===== config.mk =====
export PLATFORM = sky130hd
export DESIGN_NAME = fifo_status
export DESIGN_NICKNAME = d
export VERILOG_FILES = /design/src/rtl/fifo_pkg.sv /design/src/rtl/fifo_ram.sv /design/src/rtl/fifo_status.sv
export SDC_FILE = /design/constraint.sdc
export NUM_CORES = 1
export LEC_CHECK = 0
export BUFFER_PORTS_ARGS = -buffer_cell sky130_fd_sc_hd__buf_2
export CELL_PAD_IN_SITES_DETAIL_PLACEMENT = 1
export CELL_PAD_IN_SITES_GLOBAL_PLACEMENT = 2
export CORE_ASPECT_RATIO = 0.9
export CORE_MARGIN = 10
export CORE_UTILIZATION = 48
export CTS_BUF_LIST = sky130_fd_sc_hd__clkbuf_16
export CTS_CLUSTER_SIZE = 30
export DETAILED_ROUTE_END_ITERATION = 6
export MAX_ROUTING_LAYER = met4
export PLACE_DENSITY = 0.88
export SLEW_MARGIN = 25
export SYNTH_ARGS = -nofsm -noshare
export SYNTH_HDL_FRONTEND = slang
export SYNTH_SLANG_ARGS = --single-unit

===== constraint.sdc =====
create_clock -name clk -period 4.85 [get_ports clk]
set_input_delay 0.485 -clock clk [delete_from_list [all_inputs] [get_ports clk]]
set_output_delay 0.485 -clock clk [all_outputs]
set_load 0.02 [all_outputs]

===== src/rtl/fifo_pkg.sv =====
// fifo_pkg: shared default geometry and threshold constants for FIFO-based blocks
package fifo_pkg;
  localparam int FIFO_DATA_SIZE = 8;
  localparam int FIFO_ADDR_SPACE_EXP = 4;
  localparam int FIFO_ALMOST_FULL_THRESH = 12;
  localparam int FIFO_ALMOST_EMPTY_THRESH = 4;
endpackage


===== src/rtl/fifo_ram.sv =====
// fifo_ram: DATA_SIZE x DEPTH storage, synchronous write, asynchronous read
module fifo_ram
  import fifo_pkg::*;
#(
  parameter int DATA_SIZE = FIFO_DATA_SIZE,
  parameter int ADDR_SPACE_EXP = FIFO_ADDR_SPACE_EXP
) (
  input  logic                      clk,
  input  logic                      we,
  input  logic [ADDR_SPACE_EXP-1:0] waddr,
  input  logic [ADDR_SPACE_EXP-1:0] raddr,
  input  logic [DATA_SIZE-1:0]      wdata,
  output logic [DATA_SIZE-1:0]      rdata
);
  logic [DATA_SIZE-1:0] mem [2**ADDR_SPACE_EXP];
  always_ff @(posedge clk) if (we) mem[waddr] <= wdata;
  assign rdata = mem[raddr];
endmodule


===== src/rtl/fifo_status.sv =====
// fifo_status: show-ahead FIFO with registered level, threshold flags and sticky error flags
module fifo_status
  import fifo_pkg::*;
#(
  parameter int DATA_SIZE = FIFO_DATA_SIZE,
  parameter int ADDR_SPACE_EXP = FIFO_ADDR_SPACE_EXP,
  parameter int ALMOST_FULL_THRESH = FIFO_ALMOST_FULL_THRESH,
  parameter int ALMOST_EMPTY_THRESH = FIFO_ALMOST_EMPTY_THRESH
) (
  input  logic                    clk,
  input  logic                    reset,
  input  logic                    clear,
  input  logic                    write_to_fifo,
  input  logic                    read_from_fifo,
  input  logic [DATA_SIZE-1:0]    write_data_in,
  output logic [DATA_SIZE-1:0]    read_data_out,
  output logic                    empty,
  output logic                    full,
  output logic                    almost_empty,
  output logic                    almost_full,
  output logic [ADDR_SPACE_EXP:0] level,
  output logic                    overflow,
  output logic                    underflow
);
  localparam int DEPTH = 2**ADDR_SPACE_EXP;
  localparam int LW = ADDR_SPACE_EXP + 1;
  if (ALMOST_EMPTY_THRESH >= ALMOST_FULL_THRESH || ALMOST_FULL_THRESH > DEPTH) begin : g_bad_thresh
    $error("fifo_status: invalid almost thresholds for depth %0d", DEPTH);
  end
  logic [ADDR_SPACE_EXP-1:0] wp, rp;
  logic                      wr_ok, rd_ok, flush;
  logic [LW-1:0]             next_level;
  assign flush = reset || clear;
  assign rd_ok = read_from_fifo && !empty;
  assign wr_ok = write_to_fifo && (!full || rd_ok);
  assign next_level = level + LW'(wr_ok) - LW'(rd_ok);
  fifo_ram #(.DATA_SIZE(DATA_SIZE), .ADDR_SPACE_EXP(ADDR_SPACE_EXP)) u_ram (
    .clk   (clk),
    .we    (wr_ok && !flush),
    .waddr (wp),
    .raddr (rp),
    .wdata (write_data_in),
    .rdata (read_data_out)
  );
  always_ff @(posedge clk) begin
    if (flush) begin
      wp <= '0;
      rp <= '0;
      level <= '0;
      empty <= 1'b1;
      full <= 1'b0;
      almost_empty <= 1'b1;
      almost_full <= 1'b0;
      overflow <= 1'b0;
      underflow <= 1'b0;
    end else begin
      wp <= wp + ADDR_SPACE_EXP'(wr_ok);
      rp <= rp + ADDR_SPACE_EXP'(rd_ok);
      level <= next_level;
      empty <= next_level == '0;
      full <= next_level == LW'(DEPTH);
      almost_empty <= next_level <= LW'(ALMOST_EMPTY_THRESH);
      almost_full <= next_level >= LW'(ALMOST_FULL_THRESH);
      overflow <= overflow || (write_to_fifo && !wr_ok);
      underflow <= underflow || (read_from_fifo && !rd_ok);
    end
  end
endmodule


==> results.toml <==
[outcome]
outcome = "complete, no violations"

[power]
total_power_mw = 2.860
p_int_mw = 2.166
seq_power_share = 0.499
clkPwrFrac = 0.418
ir_drop_uv = 236.9
switching_share = 0.2427
leakage_nw = 2.228
combinationalPowerShare = 0.084
switchingPower_mw = 0.6943
power.density_nw_per_um2 = 429.6

[routing]
vias_per_cell = 5.655
postRouteAntennaNets = 0
wl_per_cell_um = 23.18
totalWireLength_mm = 12.08
num_vias = 2946
drtPass1Iterations = 4
drt-initial-drc-count = 279
drc = 0

[global_route]
grt.overflow.total = 0
grt_pass1_wl_mm = 18.84
antenna_found_initial = 0
grt_pass1_vias = 3140
grt_max_degree = 28
grt_use_total = 0.1576

[synth]
synthArstFlopShare = 0
synthCells = 308
syn_nets = 331
syn-cell-area_sq_um = 5769
synth-seq-cells = 147
synth_warnings = 0
yosys_most_used_dff = "edfxtp_1"
synth_edf_count = 128
synthDistinctLibCells = 35
ys_seq_area_frac = 0.7322
syn_area_per_cell_sq_um = 18.73

[finish]
drive_gt1_frac = 0.2959
syn2layout_area_growth_pct = 15.40
multi_input_comb_area_sq_um = 1448
fin_nets = 375
final_util = 0.5752
fillers = 1065
fin_cells = 521
n_antenna_cell = 0
final_cell_area_sq_um = 6658
regArea_sq_um = 4229

[placement]
port-buffer-count = 31
dpl_cell_area_sq_um = 6107
post-place-ws_ps = 1957
dp_hpwl_mm = 8.149
place_congestion = 0.7871
placed_cells = 489

[sta]
final.min_clock_period_ps = 2927
maxSlewHeadroom = 0.3046
finalMaxSlewViolations = 0
hold_ws_ps = 335.5
setup_tns_ps = 0
worst_pin_slew_ps = 1037
finalCritPeriodShare = 0.6035
setup_ws_ps = 1923
maxClockFrequency_ghz = 0.3417
rsz0062_at_grt = "false"
clock_skew_ps = 9.072
finalSetupViolations = 0
hold_violations = 0

[floorplan]
die_x_um = 135.6
ios = 32
initial_core_util = 0.4985
die_h_um = 124.0
rows = 37
dieArea_sq_um = 16810
core_area_sq_um = 11570

[setup_path]
reg2reg_depth = 11
path_cells = "buf_4, mux4_2, a22oi_1, nand2_1, buf_2"
critical_path_required_ps = 4370
crit_slowest_cell = "dfxtp_4"
cp.arrival_ps = 2440
max_stage_delay_ps = 720
path_depth = 5
critPathTopFamily = "flip-flops"
r2r_setup_slack_ps = 2150
critPathBufInv = 2
cp_max_fo = 27
endpoint = "read_data_out[4]"
startpoint_type = "flop"
critPathKind = "flop to output pin"
cp-startpoint = "rp[0]"
r2r_start = "empty"
r2r_end = "full"
cp-end-kind = "output pin"

[cts]
cts_sinks = 147
cts_repair_resize_count = 0
clockRootBuffer = "clkbuf_16"
path_clk_slew_ps = 60
clock_latency_ps = 410
cts_hold_buf = 0
cts-buffers-inserted = 17
cts_tree = "yes"
htreeDepth = 4
cts_max_path_buffers = 2
post_cts_buffers = 0

[worst_hold_path]
hp-start = "read_from_fifo"
hold_class = "primary input to flop"

[flow_run]
max-cap-violations = 0
[registers in the layout (all words and copies together) (netlist names)]
signal	count
almost_empty	1
level	5
underflow	1
wp	4
u_ram.mem	128
rp	4
empty	1
overflow	1
almost_full	1
full	1
[layer usage]
metal | up-vias | routed length, um | track usage
li1 | 1317 | - | -
met2 | 79 | 6089 | 0.2515
met4 | 0 | 97 | 0.04368
met5 | - | 0 | -
met1 | 1541 | 5286 | 0.1982
met3 | 9 | 605 | 0.03824
[how the worst min path moves through the flow]
stage                            to  slack (ps)  cells after the start
after global placement     overflow         450                      2
after floorplan               rp[3]         530                      2
after global routing       overflow         350                      3
after detailed placement  underflow         470                      2
after CTS                 underflow         330                      3
final                     underflow         340                      3
[power by group through the flow]
stage / combinational [mW] / clock [mW] / sequential [mW]
after global routing: 0.267 / 1.27 / 1.43
after CTS: 0.245 / 1.21 / 1.43
after detailed placement: 0.243 / 0 / 1.45
after floorplan: 0.155 / 0 / 1.46
after global placement: 0.238 / 0 / 1.45
final: 0.240 / 1.19 / 1.43
[area by class of cell]
| class | count | share of cell area |
|---|---|---|
| sequential | 147 | 0.6352 |
| clock buffer | 17 | 0.06390 |
| inverter | 8 | 0.004510 |
| multi-input combinational | 140 | 0.2174 |
| timing repair buffer | 38 | 0.03120 |
| tap | 156 | 0.02932 |
| clock inverter | 15 | 0.01842 |
[worst min-delay path, stage by stage]
cell	delay, ps
buf_2	100
a21oi_1	60
nor2_1	70
[synthesized netlist by cell type (3+ instances only)]
library cell | n | area [sq um]
nand2_1 | 10 | 37.54
mux4_2 | 32 | 720.7
nor2_1 | 22 | 82.58
inv_1 | 8 | 30.03
dfxtp_1 | 19 | 380.4
clkbuf_1 | 4 | 15.01
nor3_1 | 7 | 35.03
a211oi_1 | 4 | 30.03
a21oi_1 | 3 | 15.01
xor2_1 | 3 | 26.28
a22oi_1 | 16 | 120.1
buf_2 | 4 | 20.02
edfxtp_1 | 128 | 3844
xnor2_1 | 5 | 43.79
ha_1 | 9 | 112.6
and2_1 | 7 | 43.79
nand2b_1 | 3 | 18.77
[cell usage in the layout, fill, tap and decap left out, drive strengths merged, types with 2 or more instances in the layout]
cell	netlist	routed
dfxtp	19	19
clkbuf	4	17
a211oi	4	4
mux4	32	32
ha	9	9
xnor2	5	5
a22oi	16	16
nor2	22	22
edfxtp	128	128
and2	7	7
buf	9	38
clkinvlp	0	4
nor2b	2	2
nand2	10	10
xor2	3	3
clkinv	0	3
nand3b	2	2
nand3	2	2
a21o	2	2
nand2b	3	3
a21oi	3	3
nor3	8	8
inv	8	16
[kinds of logic after synthesis]
kind of cell / count (synthesis) / synth area share
buf+inv: 21 / 0.01778
fa+ha+maj: 10 / 0.02299
compound gates: 28 / 0.03470
flops: 147 / 0.7322
xor+xnor: 8 / 0.01215
simple gates: 62 / 0.05530
mux: 32 / 0.1249
(Power assumes the default switching activity.)
